## config.mk

```make
export PLATFORM = sky130hd
export DESIGN_NAME = load_store_unit_flat
export DESIGN_NICKNAME = d
export VERILOG_FILES = /design/src/rtl/load_store_unit_if.sv /design/src/rtl/load_store_unit.sv /design/src/flat_wrapper.sv
export SDC_FILE = /design/constraint.sdc
export NUM_CORES = 1
export LEC_CHECK = 0
export ABC_AREA = 1
export CORE_MARGIN = 1
export CORE_UTILIZATION = 47
export CTS_CLUSTER_SIZE = 24
export DETAILED_ROUTE_END_ITERATION = 8
export GPL_TIMING_DRIVEN = 1
export PLACE_DENSITY = 0.92
export SYNTH_ARGS = -nofsm -noshare
export SYNTH_HDL_FRONTEND = slang
export SYNTH_SLANG_ARGS = --single-unit
```

## constraint.sdc

```tcl
create_clock -name clk -period 4.7 [get_ports clk]
set_clock_uncertainty 0.05 [all_clocks]
set_input_delay 0.94 -clock clk [delete_from_list [all_inputs] [get_ports clk]]
set_output_delay 0.94 -clock clk [all_outputs]
set_load 0.05 [all_outputs]
```

## src/rtl/load_store_unit_if.sv

```systemverilog
// Bundle of MEM-stage request, memory bus and writeback signals for the load/store unit.
interface load_store_unit_if #(
  parameter int unsigned BIT_COUNT = 32
);
  logic                   req_valid;
  logic                   req_ready;
  logic                   is_store;
  logic [BIT_COUNT-1:0]   addr;
  logic [BIT_COUNT-1:0]   store_data;
  logic [2:0]             trunc;
  logic [4:0]             rd_in;
  logic                   mem_req_valid;
  logic                   mem_req_ready;
  logic                   mem_we;
  logic [BIT_COUNT-1:0]   mem_addr;
  logic [BIT_COUNT-1:0]   mem_wdata;
  logic [BIT_COUNT/8-1:0] mem_wstrb;
  logic                   mem_rsp_valid;
  logic [BIT_COUNT-1:0]   mem_rdata;
  logic                   load_valid;
  logic [BIT_COUNT-1:0]   load_data;
  logic [4:0]             load_rd;
  logic                   misaligned;
  logic                   stall;

  modport slave (
    input  req_valid, is_store, addr, store_data, trunc, rd_in,
    input  mem_req_ready, mem_rsp_valid, mem_rdata,
    output req_ready, mem_req_valid, mem_we, mem_addr, mem_wdata, mem_wstrb,
    output load_valid, load_data, load_rd, misaligned, stall
  );

  modport master (
    output req_valid, is_store, addr, store_data, trunc, rd_in,
    output mem_req_ready, mem_rsp_valid, mem_rdata,
    input  req_ready, mem_req_valid, mem_we, mem_addr, mem_wdata, mem_wstrb,
    input  load_valid, load_data, load_rd, misaligned, stall
  );
endinterface

```

## src/rtl/load_store_unit.sv

```systemverilog
// Single-outstanding load/store unit: aligns stores into byte lanes, extracts and
// sign/zero-extends load results, flags misaligned or reserved-size accesses.
module load_store_unit #(
  parameter int unsigned BIT_COUNT = 32
) (
  input logic              clk,
  input logic              reset,
  load_store_unit_if.slave bus
);
  localparam int unsigned StrbW   = BIT_COUNT / 8;
  localparam int unsigned OffW    = $clog2(StrbW);
  localparam logic [1:0]  FullLog = (BIT_COUNT == 64) ? 2'd3 : 2'd2;

  localparam logic [1:0] StIdle    = 2'd0;
  localparam logic [1:0] StReq     = 2'd1;
  localparam logic [1:0] StWaitRsp = 2'd2;

  // Returns {legal, signed, log2(size in bytes)}.
  function automatic logic [3:0] decode(input logic [2:0] code);
    logic [3:0] r;
    r = 4'b0000;
    case (code)
      3'd0: r = 4'b1100;
      3'd1: r = 4'b1101;
      3'd2: r = 4'b1110;
      3'd3: r = 4'b1000;
      3'd4: r = 4'b1001;
      3'd5: r = (BIT_COUNT == 64) ? 4'b1010 : {2'b10, FullLog};
      3'd6: r = (BIT_COUNT == 64) ? {2'b10, FullLog} : 4'b0000;
      default: r = 4'b0000;
    endcase
    return r;
  endfunction

  logic [1:0]           state_q, state_d;
  logic [BIT_COUNT-1:0] addr_q, addr_d, data_q, data_d;
  logic [2:0]           trunc_q, trunc_d;
  logic                 store_q, store_d;
  logic [4:0]           rd_q, rd_d, load_rd_q, load_rd_d;
  logic                 load_valid_q, load_valid_d, misaligned_q, misaligned_d;
  logic [BIT_COUNT-1:0] load_data_q, load_data_d;

  logic [3:0]           req_dec, op_dec;
  logic [OffW-1:0]      req_off, off_q, align_mask;
  logic                 req_err;
  int unsigned          op_bytes, off_int;
  logic [StrbW-1:0]     strb;
  logic [BIT_COUNT-1:0] shifted, mask, result;
  logic                 sign_bit;

  always_comb begin
    req_dec    = decode(bus.trunc);
    req_off    = bus.addr[OffW-1:0];
    align_mask = OffW'((32'd1 << req_dec[1:0]) - 32'd1);
    req_err    = !req_dec[3] || ((req_off & align_mask) != '0);

    op_dec   = decode(trunc_q);
    off_q    = addr_q[OffW-1:0];
    off_int  = 32'(off_q);
    op_bytes = 32'd1 << op_dec[1:0];
    shifted  = bus.mem_rdata >> {off_q, 3'b000};
    strb     = '0;
    mask     = '0;
    sign_bit = 1'b0;
    for (int unsigned i = 0; i < StrbW; i++) begin
      strb[i]         = (i >= off_int) && (i < off_int + op_bytes);
      mask[8*i +: 8]  = (i < op_bytes) ? 8'hFF : 8'h00;
      if (i == op_bytes - 1) sign_bit = shifted[8*i+7];
    end
    result = (shifted & mask) | ((op_dec[2] && sign_bit) ? ~mask : '0);
  end

  always_comb begin
    state_d      = state_q;
    addr_d       = addr_q;
    data_d       = data_q;
    trunc_d      = trunc_q;
    store_d      = store_q;
    rd_d         = rd_q;
    load_valid_d = 1'b0;
    load_data_d  = load_data_q;
    load_rd_d    = load_rd_q;
    misaligned_d = 1'b0;
    case (state_q)
      StIdle: begin
        if (bus.req_valid) begin
          if (req_err) begin
            misaligned_d = 1'b1;
          end else begin
            addr_d  = bus.addr;
            data_d  = bus.store_data;
            trunc_d = bus.trunc;
            store_d = bus.is_store;
            rd_d    = bus.rd_in;
            state_d = StReq;
          end
        end
      end
      StReq: begin
        if (bus.mem_req_ready) state_d = store_q ? StIdle : StWaitRsp;
      end
      StWaitRsp: begin
        if (bus.mem_rsp_valid) begin
          load_valid_d = 1'b1;
          load_data_d  = result;
          load_rd_d    = rd_q;
          state_d      = StIdle;
        end
      end
      default: state_d = StIdle;
    endcase
  end

  // Clearing the captured operation on reset also zeroes the bus outputs derived from it.
  always_ff @(posedge clk) begin
    if (reset) begin
      state_q      <= StIdle;
      addr_q       <= '0;
      data_q       <= '0;
      trunc_q      <= '0;
      store_q      <= 1'b0;
      rd_q         <= '0;
      load_valid_q <= 1'b0;
      load_data_q  <= '0;
      load_rd_q    <= '0;
      misaligned_q <= 1'b0;
    end else begin
      state_q      <= state_d;
      addr_q       <= addr_d;
      data_q       <= data_d;
      trunc_q      <= trunc_d;
      store_q      <= store_d;
      rd_q         <= rd_d;
      load_valid_q <= load_valid_d;
      load_data_q  <= load_data_d;
      load_rd_q    <= load_rd_d;
      misaligned_q <= misaligned_d;
    end
  end

  assign bus.req_ready     = (state_q == StIdle);
  assign bus.stall         = (state_q != StIdle);
  assign bus.mem_req_valid = (state_q == StReq);
  assign bus.mem_we        = (state_q == StReq) && store_q;
  assign bus.mem_addr      = {addr_q[BIT_COUNT-1:OffW], {OffW{1'b0}}};
  assign bus.mem_wdata     = data_q << {off_q, 3'b000};
  assign bus.mem_wstrb     = ((state_q == StReq) && store_q) ? strb : '0;
  assign bus.load_valid    = load_valid_q;
  assign bus.load_data     = load_data_q;
  assign bus.load_rd       = load_rd_q;
  assign bus.misaligned    = misaligned_q;
endmodule
```

## src/flat_wrapper.sv

```systemverilog
// flat-port wrapper written by rule: the top's interface ports become plain ports
module load_store_unit_flat 
#(
  parameter int unsigned BIT_COUNT = 32
)
  (clk, reset, bus_req_valid, bus_is_store, bus_addr, bus_store_data, bus_trunc, bus_rd_in, bus_mem_req_ready, bus_mem_rsp_valid, bus_mem_rdata, bus_req_ready, bus_mem_req_valid, bus_mem_we, bus_mem_addr, bus_mem_wdata, bus_mem_wstrb, bus_load_valid, bus_load_data, bus_load_rd, bus_misaligned, bus_stall);
  load_store_unit_if #(.BIT_COUNT(BIT_COUNT)) bus_i ();
  input logic clk;
  input logic reset;
  input wire logic [$bits(bus_i.req_valid)-1:0] bus_req_valid;
  input wire logic [$bits(bus_i.is_store)-1:0] bus_is_store;
  input wire logic [$bits(bus_i.addr)-1:0] bus_addr;
  input wire logic [$bits(bus_i.store_data)-1:0] bus_store_data;
  input wire logic [$bits(bus_i.trunc)-1:0] bus_trunc;
  input wire logic [$bits(bus_i.rd_in)-1:0] bus_rd_in;
  input wire logic [$bits(bus_i.mem_req_ready)-1:0] bus_mem_req_ready;
  input wire logic [$bits(bus_i.mem_rsp_valid)-1:0] bus_mem_rsp_valid;
  input wire logic [$bits(bus_i.mem_rdata)-1:0] bus_mem_rdata;
  output wire logic [$bits(bus_i.req_ready)-1:0] bus_req_ready;
  output wire logic [$bits(bus_i.mem_req_valid)-1:0] bus_mem_req_valid;
  output wire logic [$bits(bus_i.mem_we)-1:0] bus_mem_we;
  output wire logic [$bits(bus_i.mem_addr)-1:0] bus_mem_addr;
  output wire logic [$bits(bus_i.mem_wdata)-1:0] bus_mem_wdata;
  output wire logic [$bits(bus_i.mem_wstrb)-1:0] bus_mem_wstrb;
  output wire logic [$bits(bus_i.load_valid)-1:0] bus_load_valid;
  output wire logic [$bits(bus_i.load_data)-1:0] bus_load_data;
  output wire logic [$bits(bus_i.load_rd)-1:0] bus_load_rd;
  output wire logic [$bits(bus_i.misaligned)-1:0] bus_misaligned;
  output wire logic [$bits(bus_i.stall)-1:0] bus_stall;
  assign bus_i.req_valid = bus_req_valid;
  assign bus_i.is_store = bus_is_store;
  assign bus_i.addr = bus_addr;
  assign bus_i.store_data = bus_store_data;
  assign bus_i.trunc = bus_trunc;
  assign bus_i.rd_in = bus_rd_in;
  assign bus_i.mem_req_ready = bus_mem_req_ready;
  assign bus_i.mem_rsp_valid = bus_mem_rsp_valid;
  assign bus_i.mem_rdata = bus_mem_rdata;
  assign bus_req_ready = bus_i.req_ready;
  assign bus_mem_req_valid = bus_i.mem_req_valid;
  assign bus_mem_we = bus_i.mem_we;
  assign bus_mem_addr = bus_i.mem_addr;
  assign bus_mem_wdata = bus_i.mem_wdata;
  assign bus_mem_wstrb = bus_i.mem_wstrb;
  assign bus_load_valid = bus_i.load_valid;
  assign bus_load_data = bus_i.load_data;
  assign bus_load_rd = bus_i.load_rd;
  assign bus_misaligned = bus_i.misaligned;
  assign bus_stall = bus_i.stall;
  load_store_unit #(.BIT_COUNT(BIT_COUNT)) u_core (.clk(clk), .reset(reset), .bus(bus_i));
endmodule
```

==> results by group <==
Synthesis
  • Yosys warns: 0
  • Share of the synthesized area in the top cell type: 41.2%
  • Number of synthesized flops with an enable pin: 0
  • Seq/Total Area, Yosys: 41.2%
  • Synth Instances: 781
  • Syn Area/Cell: 7.08 um2
  • FFs w/ async S/R, synth: 0%
  • Largest cells by area after synthesis: dfxtp_1, nand2_1, a21oi_1
  • Synth cell types: 32
  • Most common cell in the netlist: nand2_1
  • Synthesized cell area: 0.00553 mm2
  • Top_reg_cell synth: dfxtp_1
  • Dominant cell type by area after synthesis: dfxtp_1
  • Post-synth top cells: nand2_1, a21oi_1, dfxtp_1, nand3_1, o21ai_0
  • Flip-flop and latch count after synthesis: 114

Clock network
  • # resized after CTS: 0
  • Worst skew pair latency: 0.40 ns
  • CTS Hold Bufs: 0
  • CTS H-tree lvls: 4
  • CTS Buf Count: 17
  • Root buf cell: clkbuf_16
  • CTS tree: built
  • Max Root-Sink Buffers: 2
  • Worst-path clk slew: 0.06 ns
  • # Post-CTS Setup Buffers: 0
  • CTS Sinks: 114

Routing
  • DRC: 0
  • Top layer in use: met4
  • Via count: 6,007
  • Wl on met1: 6990 um
  • Routed WL: 17,400 um
  • Avg WL per Cell: 15.8 um
  • Metal3 WL: 1510 um
  • Drt first-iter violations: 509
  • Detailed route wirelength on metal2: 8470 um
  • TritonRoute pass-1 iters: 5
  • Vias/cell: 5.47
  • Detail Route Antenna Nets: 0

Timing
  • Setup Viol. Count Final: 0
  • Max Slew Vio Count: 0
  • Maximum clock frequency: 0.266 GHz
  • Hold_ws: 0.409 ns
  • Ratio of final minimum period to clock period: 80.0%
  • Slew headroom: 33.4%
  • Minimum clock period: 3.76 ns
  • Hold Violations, Final: 0
  • Setup TNS: 0 ns
  • RSZ-0062 raised after global routing: false
  • Slew at the pin with the worst max-slew slack: 0.997 ns

Die
  • Core Rows: 39
  • Core area: 0.0115 mm2
  • DIE AREA: 0.0122 mm2
  • Top-level port count: 221
  • Die W: 111 um
  • Initial core utilization: 48.2%
  • Chip Height: 111 um

Global route
  • Largest net degree at the start of global routing: 74
  • Vias in the first global route: 5,568
  • Grt ovf: 0
  • First-pass GRT wire length: 27,600 um
  • GRT Util Overall: 28.0%
  • Initial antenna violation count: 0

Critical path
  • Critical Path RT: 3.71 ns
  • Element type at the critical path end: output port
  • Crit-path cells: inv_2, buf_4, nand2_1, nor2_1, clkdlybuf4s50_1
  • Crit path max fanout: 28
  • Worst setup path endpoint: bus_mem_wdata[0]
  • Data arrival, critical path: 2.77 ns
  • Slowest-stage cell, CP: clkdlybuf4s50_1
  • Crit path buf inv count: 3
  • CP top delay family: buffers and inverters
  • Worst reg-to-reg path cell count: 8
  • Reg2reg start: u_core.addr_q[0]
  • Crit path from: u_core.addr_q[0]
  • Critical setup path kind: register to output port
  • R2r setup slk: 2.11 ns
  • Critical Path Max Stage Delay: 0.84 ns
  • Reg2reg end: u_core.bus.load_data[24]
  • Startpoint Class: register
  • WP depth: 5

Layout
  • Multi-input gate area: 0.00251 mm2
  • FF+latch area: 0.00228 mm2
  • Area Overhead vs Synth: 48.2%
  • Net count, final: 1,055
  • Fraction of layout cells with a size suffix above 1: 8.69%
  • Fillcell total: 895
  • Ant. Diodes: 0

Power
  • Peak VDD IR: 0.286 mV
  • Total power: 3460 uW
  • Static leakage: 0.00327 uW
  • PD cells: 421 mW/mm2

Outcome
  • Status: finished clean

Placed design
  • Detailed placement HPWL: 12,100 um
  • GPL Wtd Cong: 0.932
  • Port buffer count: 218

Hold path
  • Min-delay worst type: register to register

Flow run
  • Max-cap viol count: 0
## metal layers
layer | up-vias | global-route usage [%]
li1 | 2906 | -
met1 | 2765 | 34.5
met2 | 291 | 46.9
met3 | 45 | 7.74
met4 | 0 | 9.69
met5 | - | 0
## worst min-delay path by stage
stage	startpoint	endpoint	slack, ns	cells after the start
finish	u_core.addr_q[2]	u_core.addr_q[2]	0.41	2
global route	u_core.rd_q[4]	u_core.bus.load_rd[4]	0.42	2
CTS	u_core.addr_q[25]	u_core.addr_q[25]	0.41	2
detailed placement	u_core.addr_q[25]	u_core.addr_q[25]	0.40	2
global placement	u_core.rd_q[4]	u_core.bus.load_rd[4]	0.40	2
floorplan	u_core.rd_q[2]	u_core.rd_q[2]	0.39	2
## registers in the layout (all words and copies together) (netlist names)
register and cells:
u_core.trunc_q 3, u_core.bus.load_rd 5, u_core.bus.load_data 32, u_core.addr_q 32
u_core.bus.load_valid 1, u_core.data_q 32, u_core.state_q 2, u_core.bus.misaligned 1
u_core.rd_q 5, u_core.store_q 1
## worst reg2reg max path, stage by stage (launching register included)
cell and delay, ns:
dfxtp_1 0.47, buf_4 0.29, nor2_2 0.79, nand2_1 0.11, nand3_1 0.14, nand2_1 0.07
nand3_2 0.10, nand2_2 0.25, a21oi_1 0.24
## cells in the final DEF, fill, tap and decap left out, types with 2 or more instances in the layout
cell / count
clkdlybuf4s50_1: 198
inv_6: 4
nor2_1: 29
dfxtp_1: 114
a21oi_2: 8
clkinv_2: 3
o21ai_1: 4
a22oi_1: 13
inv_2: 5
nand2_2: 3
clkinv_4: 3
o211ai_1: 7
clkinvlp_4: 4
buf_12: 18
buf_4: 10
nand3_2: 2
conb_1: 2
inv_1: 63
o221ai_1: 8
nor2_2: 2
a21oi_1: 114
nand3_1: 81
clkbuf_16: 17
a31oi_1: 2
nand2_1: 155
nor2_4: 2
ha_1: 2
o21ai_0: 73
## cells by family after synthesis
| family | Yosys count | share of synthesized area, % |
|---|---|---|
| DFF | 114 | 41.2 |
| buffers and inverters | 155 | 13.4 |
| adders and majority gates | 3 | 0.814 |
| other | 1 | 0.0678 |
| and+or+nand+nor | 277 | 21.5 |
| AOI/OAI and AO/OA | 231 | 23.0 |
## where the power goes
group | total [uW] | switching, uW | internal [uW]
sequential | 1110 | 53.7 | 1050
combinational | 1170 | 761 | 411
clock | 1180 | 483 | 692
## per-stage QoR
stage	utilization [%]	std cells	setup WS, ns	area (um2)
after floorplan	-	782	1.49	5540
final	71.5	1098	0.939	8200
after global placement	66.8	1066	1.49	7660
after CTS	71.5	1098	0.921	8200
after detailed placement	66.8	1066	1.39	7660
after global routing	71.5	1098	0.744	8200
## cell type report
class                   instances  share of cell area [%]
clock buffers                  18                    5.35
clock inverters                14                    1.30
inverters                      69                    3.16
multi-input cells             513                    30.6
flip-flops and latches        114                    27.8
well taps                     143                    2.18
repair buffers                227                    29.5
No activity file was read; power rests on OpenSTA's default activity.
